--- src/rtl/vga_pkg.sv ---
// Shared timing defaults, colour types and the 8-bit to 12-bit colour expansion
// used by the VGA scan controller.
package vga_pkg;

   localparam int DEF_H_ACTIVE = 640;
   localparam int DEF_H_FP     = 16;
   localparam int DEF_H_SYNC   = 96;
   localparam int DEF_H_BP     = 48;
   localparam int DEF_V_ACTIVE = 480;
   localparam int DEF_V_FP     = 10;
   localparam int DEF_V_SYNC   = 2;
   localparam int DEF_V_BP     = 33;

   localparam int H_TOTAL = DEF_H_ACTIVE + DEF_H_FP + DEF_H_SYNC + DEF_H_BP;
   localparam int V_TOTAL = DEF_V_ACTIVE + DEF_V_FP + DEF_V_SYNC + DEF_V_BP;

   typedef struct packed {
      logic [2:0] red;
      logic [2:0] green;
      logic [1:0] blue;
   } rgb8_t;

   typedef struct packed {
      logic [3:0] red;
      logic [3:0] green;
      logic [3:0] blue;
   } rgb12_t;

   // Replicate the top bits so full-scale 8-bit colour maps to 4'hF
   function automatic rgb12_t expand_rgb8(input rgb8_t i_color);
      rgb12_t w_out;
      w_out.red   = {i_color.red, i_color.red[2]};
      w_out.green = {i_color.green, i_color.green[2]};
      w_out.blue  = {i_color.blue, i_color.blue};
      return w_out;
   endfunction

endpackage

--- src/rtl/vga_delay_line.sv ---
// Fixed-depth shift register with a synchronous reset value, used to align
// timing signals with the colour pipeline.
module vga_delay_line #(
   parameter int WIDTH = 1,
   parameter int DEPTH = 1,
   parameter logic [WIDTH-1:0] RESET_VALUE = '0
) (
   input  logic             i_clk,
   input  logic             i_reset,
   input  logic [WIDTH-1:0] i_data,
   output logic [WIDTH-1:0] o_data
);

   logic [WIDTH-1:0] r_stages [DEPTH];

   always_ff @(posedge i_clk) begin
      if (i_reset) begin
         for (int i = 0; i < DEPTH; i++) begin
            r_stages[i] <= RESET_VALUE;
         end
      end else begin
         r_stages[0] <= i_data;
         for (int i = 1; i < DEPTH; i++) begin
            r_stages[i] <= r_stages[i-1];
         end
      end
   end

   assign o_data = r_stages[DEPTH-1];

endmodule

--- src/rtl/vga_scan_controller.sv ---
// Raster counters, sync generation and colour output for the billiard display.
// Define VGA_TEST_PATTERN_EN to replace RGBIn with eight vertical colour bars.
module vga_scan_controller
   import vga_pkg::*;
#(
   parameter int H_ACTIVE   = DEF_H_ACTIVE,
   parameter int H_FP       = DEF_H_FP,
   parameter int H_SYNC     = DEF_H_SYNC,
   parameter int H_BP       = DEF_H_BP,
   parameter int V_ACTIVE   = DEF_V_ACTIVE,
   parameter int V_FP       = DEF_V_FP,
   parameter int V_SYNC     = DEF_V_SYNC,
   parameter int V_BP       = DEF_V_BP,
   parameter int PIPE_DELAY = 1
) (
   input  logic        clk,
   input  logic        reset,
   input  logic [7:0]  RGBIn,
   output logic [10:0] pixelX,
   output logic [10:0] pixelY,
   output logic        startOfFrame,
   output logic [3:0]  VGA_R,
   output logic [3:0]  VGA_G,
   output logic [3:0]  VGA_B,
   output logic        VGA_HS,
   output logic        VGA_VS
);

   localparam int LINE_LEN    = H_ACTIVE + H_FP + H_SYNC + H_BP;
   localparam int FRAME_LINES = V_ACTIVE + V_FP + V_SYNC + V_BP;

   localparam logic [10:0] H_LAST       = 11'(LINE_LEN - 1);
   localparam logic [10:0] V_LAST       = 11'(FRAME_LINES - 1);
   localparam logic [10:0] H_VISIBLE    = 11'(H_ACTIVE);
   localparam logic [10:0] V_VISIBLE    = 11'(V_ACTIVE);
   localparam logic [10:0] H_SYNC_FIRST = 11'(H_ACTIVE + H_FP);
   localparam logic [10:0] H_SYNC_LAST  = 11'(H_ACTIVE + H_FP + H_SYNC - 1);
   localparam logic [10:0] V_SYNC_FIRST = 11'(V_ACTIVE + V_FP);
   localparam logic [10:0] V_SYNC_LAST  = 11'(V_ACTIVE + V_FP + V_SYNC - 1);

   logic [10:0] r_hCount;
   logic [10:0] r_vCount;
   logic        r_startOfFrame;
   logic [3:0]  r_vgaR;
   logic [3:0]  r_vgaG;
   logic [3:0]  r_vgaB;
   logic        r_vgaHs;
   logic        r_vgaVs;

   logic        w_hWrap;
   logic        w_vWrap;
   logic        w_active;
   logic        w_hsRaw;
   logic        w_vsRaw;
   logic [2:0]  w_timingDly;
   rgb12_t      w_color;

   assign w_hWrap = (r_hCount == H_LAST);
   assign w_vWrap = (r_vCount == V_LAST);

   always_ff @(posedge clk) begin
      if (reset) begin
         r_hCount <= '0;
         r_vCount <= '0;
      end else if (w_hWrap) begin
         r_hCount <= '0;
         r_vCount <= w_vWrap ? 11'd0 : r_vCount + 11'd1;
      end else begin
         r_hCount <= r_hCount + 11'd1;
      end
   end

   // Registered so the pulse lands in the cycle the counters read (0,0) after a wrap
   always_ff @(posedge clk) begin
      if (reset) begin
         r_startOfFrame <= 1'b0;
      end else begin
         r_startOfFrame <= w_hWrap && w_vWrap;
      end
   end

   assign w_active = (r_hCount < H_VISIBLE) && (r_vCount < V_VISIBLE);
   assign w_hsRaw  = !((r_hCount >= H_SYNC_FIRST) && (r_hCount <= H_SYNC_LAST));
   assign w_vsRaw  = !((r_vCount >= V_SYNC_FIRST) && (r_vCount <= V_SYNC_LAST));

   vga_delay_line #(
      .WIDTH       (3),
      .DEPTH       (PIPE_DELAY),
      .RESET_VALUE (3'b011)
   ) u_timingDelay (
      .i_clk   (clk),
      .i_reset (reset),
      .i_data  ({w_active, w_hsRaw, w_vsRaw}),
      .o_data  (w_timingDly)
   );

`ifdef VGA_TEST_PATTERN_EN
   logic [10:0] w_pixelXDly;
   logic [10:0] w_barWide;
   logic [2:0]  w_bar;

   vga_delay_line #(
      .WIDTH       (11),
      .DEPTH       (PIPE_DELAY),
      .RESET_VALUE (11'd0)
   ) u_pixelXDelay (
      .i_clk   (clk),
      .i_reset (reset),
      .i_data  (r_hCount),
      .o_data  (w_pixelXDly)
   );

   // Bar index is x/80, so bar 0 is black and bar 7 white
   assign w_barWide     = w_pixelXDly / 11'd80;
   assign w_bar         = w_barWide[2:0];
   assign w_color.red   = {4{w_bar[2]}};
   assign w_color.green = {4{w_bar[1]}};
   assign w_color.blue  = {4{w_bar[0]}};
`else
   assign w_color = expand_rgb8(rgb8_t'(RGBIn));
`endif

   always_ff @(posedge clk) begin
      if (reset) begin
         r_vgaR  <= '0;
         r_vgaG  <= '0;
         r_vgaB  <= '0;
         r_vgaHs <= 1'b1;
         r_vgaVs <= 1'b1;
      end else begin
         r_vgaR  <= w_timingDly[2] ? w_color.red   : 4'h0;
         r_vgaG  <= w_timingDly[2] ? w_color.green : 4'h0;
         r_vgaB  <= w_timingDly[2] ? w_color.blue  : 4'h0;
         r_vgaHs <= w_timingDly[1];
         r_vgaVs <= w_timingDly[0];
      end
   end

   assign pixelX       = r_hCount;
   assign pixelY       = r_vCount;
   assign startOfFrame = r_startOfFrame;
   assign VGA_R        = r_vgaR;
   assign VGA_G        = r_vgaG;
   assign VGA_B        = r_vgaB;
   assign VGA_HS       = r_vgaHs;
   assign VGA_VS       = r_vgaVs;

endmodule
--- config.mk ---
export PLATFORM = sky130hd
export DESIGN_NAME = vga_scan_controller
export DESIGN_NICKNAME = d
export VERILOG_FILES = /design/src/rtl/vga_pkg.sv /design/src/rtl/vga_delay_line.sv /design/src/rtl/vga_scan_controller.sv
export SDC_FILE = /design/constraint.sdc
export NUM_CORES = 1
export LEC_CHECK = 0
export BUFFER_PORTS_ARGS = -buffer_cell sky130_fd_sc_hd__buf_4
export CAP_MARGIN = 25
export CORE_ASPECT_RATIO = 1.1
export CORE_MARGIN = 3
export CORE_UTILIZATION = 45
export DETAILED_ROUTE_END_ITERATION = 8
export GPL_TIMING_DRIVEN = 0
export PLACE_DENSITY_LB_ADDON = 0.3
export SLEW_MARGIN = 10
export SYNTH_ARGS = -nofsm -noshare
export SYNTH_HDL_FRONTEND = slang
export SYNTH_SLANG_ARGS = --single-unit
--- constraint.sdc ---
create_clock -name clk -period 1.9 [get_ports clk]
set_clock_uncertainty 0.05 [all_clocks]
set_input_delay 0.19 -clock clk [delete_from_list [all_inputs] [get_ports clk]]
set_output_delay 0.19 -clock clk [all_outputs]
set_load 0.01 [all_outputs]
Word level (Yosys, flattened, before mapping)
Memory sizes are Yosys's and may differ from the RTL's.
Index checks and enable logic that the tools add are counted.
{"block": "totals", "ff_bits": 37, "in_bits": 10, "memories": 1, "word_cells": 35, "mem_bits_rw": 3, "out_inout_bits": 37}
{"block": "classes", "n_reduce_logical": 9, "order_cmp": 6, "bitwise": 1, "eq_ne": 2, "addsub": 2, "mux": 6}
{"name": "u_timingDelay.r_stages", "words": 1, "word_bits": 3, "rd": 1, "rd_clocked_by_memory_dff": 0, "write_ports": 1, "line": "vga_delay_line.sv:14", "source": "logic [WIDTH-1:0] r_stages [DEPTH];"}
{"operator": "adder 11 x 1 -> 11 bit, second input constant", "n": 2}
{"operator": "equality test 11 x 10 -> 1 bit, second input constant", "n": 2}
{"operator": "greater-or-equal comparator 11 x 10 -> 1 bit, second input constant", "n": 1}
{"operator": "greater-or-equal comparator 11 x 9 -> 1 bit, second input constant", "n": 1}
{"operator": "<= comparator 11 x 10 -> 1 bit, second input constant", "n": 1}
{"operator": "<= comparator 11 x 9 -> 1 bit, second input constant", "n": 1}
{"operator": "less-than comparator 11 x 10 -> 1 bit, second input constant", "n": 1}
{"operator": "less-than comparator 11 x 9 -> 1 bit, second input constant", "n": 1}
{"operator": "two-way mux 11 bit", "n": 1}
{"operator": "logical AND 1 bit", "n": 4}
{"operator": "two-way mux 1 bit", "n": 4}
{"operator": "OR reduction 2 bit", "n": 2}
{"operator": "two-way mux 3 bit", "n": 1}
{"operator": "OR reduction 3 bit", "n": 1}
{"operator": "zero test 1 bit", "n": 2}
{"operator": "NOT 1 bit", "n": 1}

Longest topological paths before layout
Gate-level depths: netlist of the first run.
{"block": "depth", "ltp_word": 4, "mapped_depth": 7, "ltp_nobuf": 6}

By module
A second synthesis of the first run with hierarchy kept.
{"block": "unflattened", "hier_cells": 166, "area_unflattened_um2": 1508.9}
{"mod": "vga_scan_controller", "cells_per_inst": 160, "seq_area_each_um2": 660.6, "area_per_inst_um2": 1430.1, "n_inst": 1}
{"mod": "vga_delay_line", "cells_per_inst": 6, "seq_area_each_um2": 60.1, "area_per_inst_um2": 78.8, "n_inst": 1}

Worst setup path after synthesis of the first run
OpenSTA, ideal clock, no wires.
{"block": "synth_path", "kind": "register -> register", "startpoint": "reg r_hCount[0] (netlist: pixelX[0])", "endpoint": "reg r_vCount[10] (netlist: pixelY[10])", "path_stages_with_launch": 6, "setup_slack_ns": -0.051, "t_arrival_ns": 1.830, "path_buffers": 0, "required_ns": 1.780, "period_less_slack_ns": 1.951, "cell_sequence": "dfxtp_1 > ha_1 > nand4_1 > or4_4 > or3_1 > a21oi_1"}
{"block": "synth_via", "elab_chain_cells": 1}
{"element": "from (decl)", "line": "vga_scan_controller.sv:41", "source": "logic [10:0] r_hCount;"}
{"element": "from (signal assigned)", "line": "vga_scan_controller.sv:69", "source": "r_hCount <= r_hCount + 11'd1;"}
{"element": "equality test 11 x 10 -> 1 bit", "line": "vga_scan_controller.sv:58", "source": "assign w_hWrap = (r_hCount == H_LAST);"}
{"element": "to (signal assigned)", "line": "vga_scan_controller.sv:67", "source": "r_vCount <= w_vWrap ? 11'd0 : r_vCount + 11'd1;"}
{"element": "to (decl)", "line": "vga_scan_controller.sv:42", "source": "logic [10:0] r_vCount;"}
Every way passes these cells.
A chain may end at the register's enable or synchronous reset.

Worst setup path in the final report of the first run
{"block": "layout_path", "startpoint": "reg r_hCount[6] (netlist: pixelX[6])", "endpoint": "reg r_vCount[6] (netlist: pixelY[6])"}
The elaborated chain is that of the path after synthesis.

==> reports/summary.txt, run 1 <==
Storage cell area: 746 um2
core area: 3180 um2
FP Rows: 21
post-synthesis adder-cell area fraction: 0.0242
Num CTS Buffers: 5
Leak: 0.000911 uW
largest family of logic cells by synthesized area: simple AND/OR/NAND/NOR gates
clock latency on the worst-skew pair: 0.33 ns
routability cong.: 0.801
max incr delay on CP: 0.53 ns
Ys Warns: 0
compound-gate portion of the synthesized area: 0.0895
TritonCTS clock tree: done
dominant synthesized flop cell: dfxtp_1
initial antenna violation count: 0
CP bufs+invs: 0
Finished Layout Cells: 284
post-synthesis instance total: 170
Worst-path clk slew: 0.10 ns
synthesized area: 1550 um2
Cell Chain, Critical Path: or3_4, or4_4, or3_4, a21oi_2
Clk Tree Root Cell: clkbuf_4
EDFF count, synth: 0
Synth Area in Simple Gates: 0.301
final setup TNS: 0 ns
synth-to-layout area growth: 43.2%
crit path kind: flip-flop to flip-flop
relative slew slack: 0.695
buffers added on ports: 46
crit path max-delay cell type: or4_4
gr ovfl total: 0
htree depth: 2
effective utilization at floorplan: 0.488
Final Hold Vio Count: 0
WL per Instance: 13.8 um
Min-Delay Path Class: input port to flip-flop
num ports: 47
dpl cells: 262
Clock Sinks: 36
Max-Cap Viols: 0
final slew viol count: 0
ratio of final minimum period to clock period: 0.993
fraction of layout cells with a size suffix above 1: 0.403
cell mode on critical path: or3_4
WL final: 3.93 mm
total number of vias: 1492
fin area: 2220 um2
Initial DRC Count: 98
vias per std cell: 5.25
Tmin final: 1.89 ns
Final nets: 251
mux cell area share after synthesis: 0
n_diodes: 0
area of the multi-input gates: 800 um2
syn_area_per_cell: 9.13 um2
Crit path required time: 2.12 ns
final setup fails: 0
Worst-Margin Slew: 0.457 ns
Area after DPL: 1960 um2
fillers: 244
vias in the first global route: 1303
CP top delay family: simple AND/OR/NAND/NOR gates
post-route ant nets: 0
async set-or-reset flop fraction in the synthesized netlist: 0
Die W: 62.0 um
Pwr Density: 557 nW/um2
die area: 4190 um2
sequential share of the synthesized area: 0.465
largest net degree at the start of global routing: 11
crit path DAT: 2.11 ns
global-route wire length before repair: 6.03 mm
Die Span Y: 67.6 um
Tot GR Track Use: 0.196
fmax: 0.530 GHz
Max Buffers Root-to-Sink: 2
xor/xnor share of the synthesized area: 0.0621
DR DRC count: 0
Crit Path Max Fanout: 5
status: finished clean
Detailed Place HPWL: 2.52 mm
Critical Path Start Type: flip-flop
#FFs+latches synth: 36
Post-Syn Nets: 183
drt pass-1 iters: 4
post-synthesis cell type count: 38
Peak VDD IR: 0.368 mV
crit path capture type: flip-flop
## sequential cells by signal, summed over array words and instances (netlist names)
register and cells:
VGA_R 3, VGA_G 3, u_timingDelay.r_stages 3, pixelX 11, pixelY 11, VGA_VS 1
startOfFrame 1, VGA_HS 1, VGA_B 2
## cells in the mapped netlist (2+ instances only)
library cell / instances / area (um2)
and2_1: 8 / 50.1
xnor2_1: 3 / 26.3
buf_4: 4 / 30.0
clkbuf_1: 4 / 15.0
or2_2: 2 / 12.5
nand4_1: 5 / 31.3
dfxtp_1: 36 / 721
nor3_1: 4 / 20.0
ha_1: 3 / 37.5
buf_6: 2 / 22.5
a21oi_1: 10 / 50.1
nand3_1: 11 / 55.1
a21o_1: 2 / 15.0
nor2_1: 16 / 60.1
nor4_1: 3 / 18.8
and4_1: 3 / 26.3
nand4b_1: 2 / 17.5
o21ai_0: 7 / 35.0
inv_1: 5 / 18.8
or3_1: 6 / 37.5
xor2_1: 8 / 70.1
nor4b_1: 2 / 17.5
nand2_1: 9 / 33.8
## per-stage QoR
step / hold WS (ns) / setup slack (ns) / total power [uW] / utilization
4_1_cts: 0.194 / -0.0109 / 1250 / 0.667
3_5_place_dp: 0.343 / -0.191 / 877 / 0.616
3_3_place_gp: 0.341 / -0.171 / 876 / 0.616
5_1_grt: 0.189 / -0.0239 / 1290 / 0.699
6_report: 0.199 / 0.0134 / 1240 / 0.699
2_1_floorplan: 0.262 / 0.0340 / 831 / -
## worst reg2reg max path, stage by stage, from the launching register on
cell     delay, ns
dfxtp_4       0.36
or3_4         0.39
or4_4         0.53
or3_4         0.35
a21oi_2       0.15
## routing by layer
metal  GRT usage  vias to the layer above  wire length (um)
met3      0.0650                       11               224
li1            -                      729                 -
met5           0                        -                 0
met4      0.0796                        0                91
met2       0.295                       49              1940
met1       0.255                      703              1680
## worst paths after layout
check             depth (start not counted)  slack (ns)                                     from                       to
setup / recovery                          4        0.01                     pixelX[6]$_SDFF_PP0_   pixelY[6]$_SDFFE_PP0N_
hold / removal                            3        0.20                                    reset  pixelY[10]$_SDFFE_PP0N_
setup reg to reg                          4        0.01                     pixelX[6]$_SDFF_PP0_   pixelY[6]$_SDFFE_PP0N_
hold reg to reg                           1        0.37  u_timingDelay.r_stages[0][1]$_SDFF_PP1_        VGA_HS$_SDFF_PP1_
## cell type report
cell class,count,area share
Inverter,5,0.00845
Buffer,6,0.0175
Sequential cell,36,0.336
Tap cell,46,0.0259
Multi-Input combinational cell,118,0.360
Clock inverter,1,0.00225
Clock buffer,6,0.0186
Timing Repair Buffer,66,0.232
## placed cells by master, fill, tap and decap left out, drive strengths merged, types with 2 or more instances in the layout
cell and n:
or2 2, inv 5, buf 63, dlygate4sd3 8, nor3 4, nor4 3
nor2 16, xnor2 3, a21o 2, nand3 11, nand4b 2, and4 4
o21ai 7, ha 3, or3 7, clkbuf 7, dfxtp 36, nand4 5
nor4b 2, and2 8, nand2 9, xor2 8, a21oi 10
## repair_timing
action,CTS,global route
pin swaps,4,2
gates resized for setup,8,17
setup endpoints to repair,9,17
setup buffers,6,6
hold buffers,8,0
hold endpoints to repair,8,0
## power by group
group	switching [uW]	leakage [uW]	internal [uW]	total, uW
Combinational	39.5	0.000585	55.7	95.2
Clock	234	0.0000281	136	370
Sequential	9.42	0.000298	762	771
Total	283	0.000911	954	1240
## cell families after synthesis
kind of cell / count (synthesis)
compound gates: 23
xor+xnor: 11
fa+ha+maj: 3
simple gates: 81
buf+inv: 16
flops: 36
Power figures use the tool's default switching activity.
==> run 2, diff against run 1 <==
--- a/config.mk
+++ b/config.mk
@@ -13,6 +13,7 @@
 export DETAILED_ROUTE_END_ITERATION = 8
 export GPL_TIMING_DRIVEN = 0
 export PLACE_DENSITY_LB_ADDON = 0.3
+export RECOVER_POWER = 100
 export SLEW_MARGIN = 10
 export SYNTH_ARGS = -nofsm -noshare
 export SYNTH_HDL_FRONTEND = slang
==> run 2 against run 1 <==
Effect of this change: wire length is 0.76% higher; non-clock buffer count stayed put; clock power hardly changed; global-route usage stayed put; largest power group unchanged; clock-buffer cell count stayed put; flip-flop and latch count stayed put; setup slack better by 0.0041 ns.
==> reports/summary.txt, run 2 (same netlist as run 1, synthesis figures left out) <==
status: finished clean
Tot GR Track Use: 0.196
Final nets: 251
worst setup path startpoint: pixelX[6]$_SDFF_PP0_
CP bufs+invs: 0
Comb pwr share: 0.070
Worst-path clk slew: 0.10 ns
Critical R2R Launch: pixelX[6]$_SDFF_PP0_
fraction of layout cells with a size suffix above 1: 0.282
Worst-Margin Slew: 0.448 ns
Hold Path End: pixelY[10]$_SDFFE_PP0N_
Reg2Reg Setup Slack: 0.02 ns
Detailed Place HPWL: 2.52 mm
TritonCTS clock tree: done
Clock Sinks: 36
crit path capture type: flip-flop
CP top delay family: simple AND/OR/NAND/NOR gates
commonest non-fill, non-tap cell in the layout: buf_4
most frequent cells in the layout: buf_4, clkbuf_1, dfxtp_1
ratio of final minimum period to clock period: 0.991
gr ovfl total: 0
vias per std cell: 5.27
final slew viol count: 0
Pwr Density: 580 nW/um2
n_diodes: 0
Switch Pwr: 284 uW
Leak: 0.000793 uW
worst r2r path cells: 4
Initial DRC Count: 118
Peak VDD IR: 0.365 mV
initial antenna violation count: 0
effective utilization at floorplan: 0.488
Place WS: -0.191 ns
Seq pwr share: 0.628
Cell Chain, Critical Path: or3_4, or4_4, or3_4, a21oi_2
Crit Path Max Fanout: 5
DR DRC count: 0
routability cong.: 0.801
r2r endpoint: pixelY[6]$_SDFFE_PP0N_
max incr delay on CP: 0.53 ns
total number of vias: 1496
Area after DPL: 1960 um2
num ports: 47
Sw Ratio: 0.231
Util after Layout: 0.666
vias in the first global route: 1303
Crit path required time: 2.13 ns
buffers added on ports: 46
Clk Tree Root Cell: clkbuf_4
final setup fails: 0
WL final: 3.96 mm
cell mode on critical path: or3_4
fmax: 0.531 GHz
FP Rows: 21
relative slew slack: 0.701
Critical Path Start Type: flip-flop
Die W: 62.0 um
htree depth: 2
Hold Worst Slack: 0.202 ns
Final Hold Vio Count: 0
internal power: 944 uW
post-route ant nets: 0
crit path max-delay cell type: or4_4
Tmin final: 1.88 ns
drt pass-1 iters: 4
Max Buffers Root-to-Sink: 2
Max-Cap Viols: 0
Setup WS post-layout: 0.0175 ns
Num CTS Buffers: 5
Min-Delay Path Class: input port to flip-flop
clock latency on the worst-skew pair: 0.34 ns
Clk network pwr share: 0.302
WL per Instance: 13.9 um
HP Start: reset
fin area: 2120 um2
crit path DAT: 2.11 ns
core area: 3180 um2
hold path depth: 3
largest net degree at the start of global routing: 11
Die Span Y: 67.6 um
crit path kind: flip-flop to flip-flop
synth-to-layout area growth: 36.5%
final setup TNS: 0 ns
die area: 4190 um2
global-route wire length before repair: 6.03 mm
run 2: how the worst max path moves through the flow:
stage                               to  cells past startpoint
5_1_grt         pixelY[7]$_SDFFE_PP0N_                      6
3_5_place_dp    pixelY[2]$_SDFFE_PP0N_                      6
4_1_cts         pixelY[8]$_SDFFE_PP0N_                      4
6_report        pixelY[6]$_SDFFE_PP0N_                      4
3_3_place_gp    pixelY[2]$_SDFFE_PP0N_                      6
2_1_floorplan  pixelY[10]$_SDFFE_PP0N_                      5
run 2: cell type report:
cell class | count | area [um2]
clock buffers | 6 | 41.3
repair buffers | 66 | 414
well taps | 46 | 57.6
flip-flops and latches | 36 | 743
clock inverters | 1 | 5.00
multi-input cells | 118 | 800
fillers | 270 | 1060
plain buffers | 6 | 38.8
inverters | 5 | 18.8
run 2: per-layer routing:
metal | share of wire | vias up | GRT usage
met5 | 0 | - | 0
met2 | 0.49 | 47 | 0.295
li1 | - | 727 | -
met3 | 0.050 | 11 | 0.0650
met4 | 0.023 | 0 | 0.0796
met1 | 0.44 | 711 | 0.255
run 2: through the flow:
step | std cells | total power (uW)
2_1_floorplan | 170 | 831
3_3_place_gp | 262 | 876
3_5_place_dp | 262 | 877
4_1_cts | 280 | 1250
5_1_grt | 284 | 1280
6_report | 284 | 1230
run 2: worst reg2reg max path, cell delays in order (launching register included):
cell     delay (ns)
dfxtp_4        0.36
or3_4          0.38
or4_4          0.53
or3_4          0.35
a21oi_2        0.15
run 2: power groups by stage:
stage,combinational (uW),clock (uW),sequential (uW)
global route,93.0,413,773
global placement,81.1,0,795
finish,85.7,372,771
floorplan,30.6,0,800
CTS,94.9,381,775
detailed placement,82.1,0,795
run 2: repair_timing:
action | in CTS | in global routing
setup buffers | 6 | 6
pin swaps | 4 | 2
setup endpoints to repair | 9 | 17
resized for setup | 8 | 17
hold buffers | 8 | 0
endpoints found under the hold margin | 8 | 0
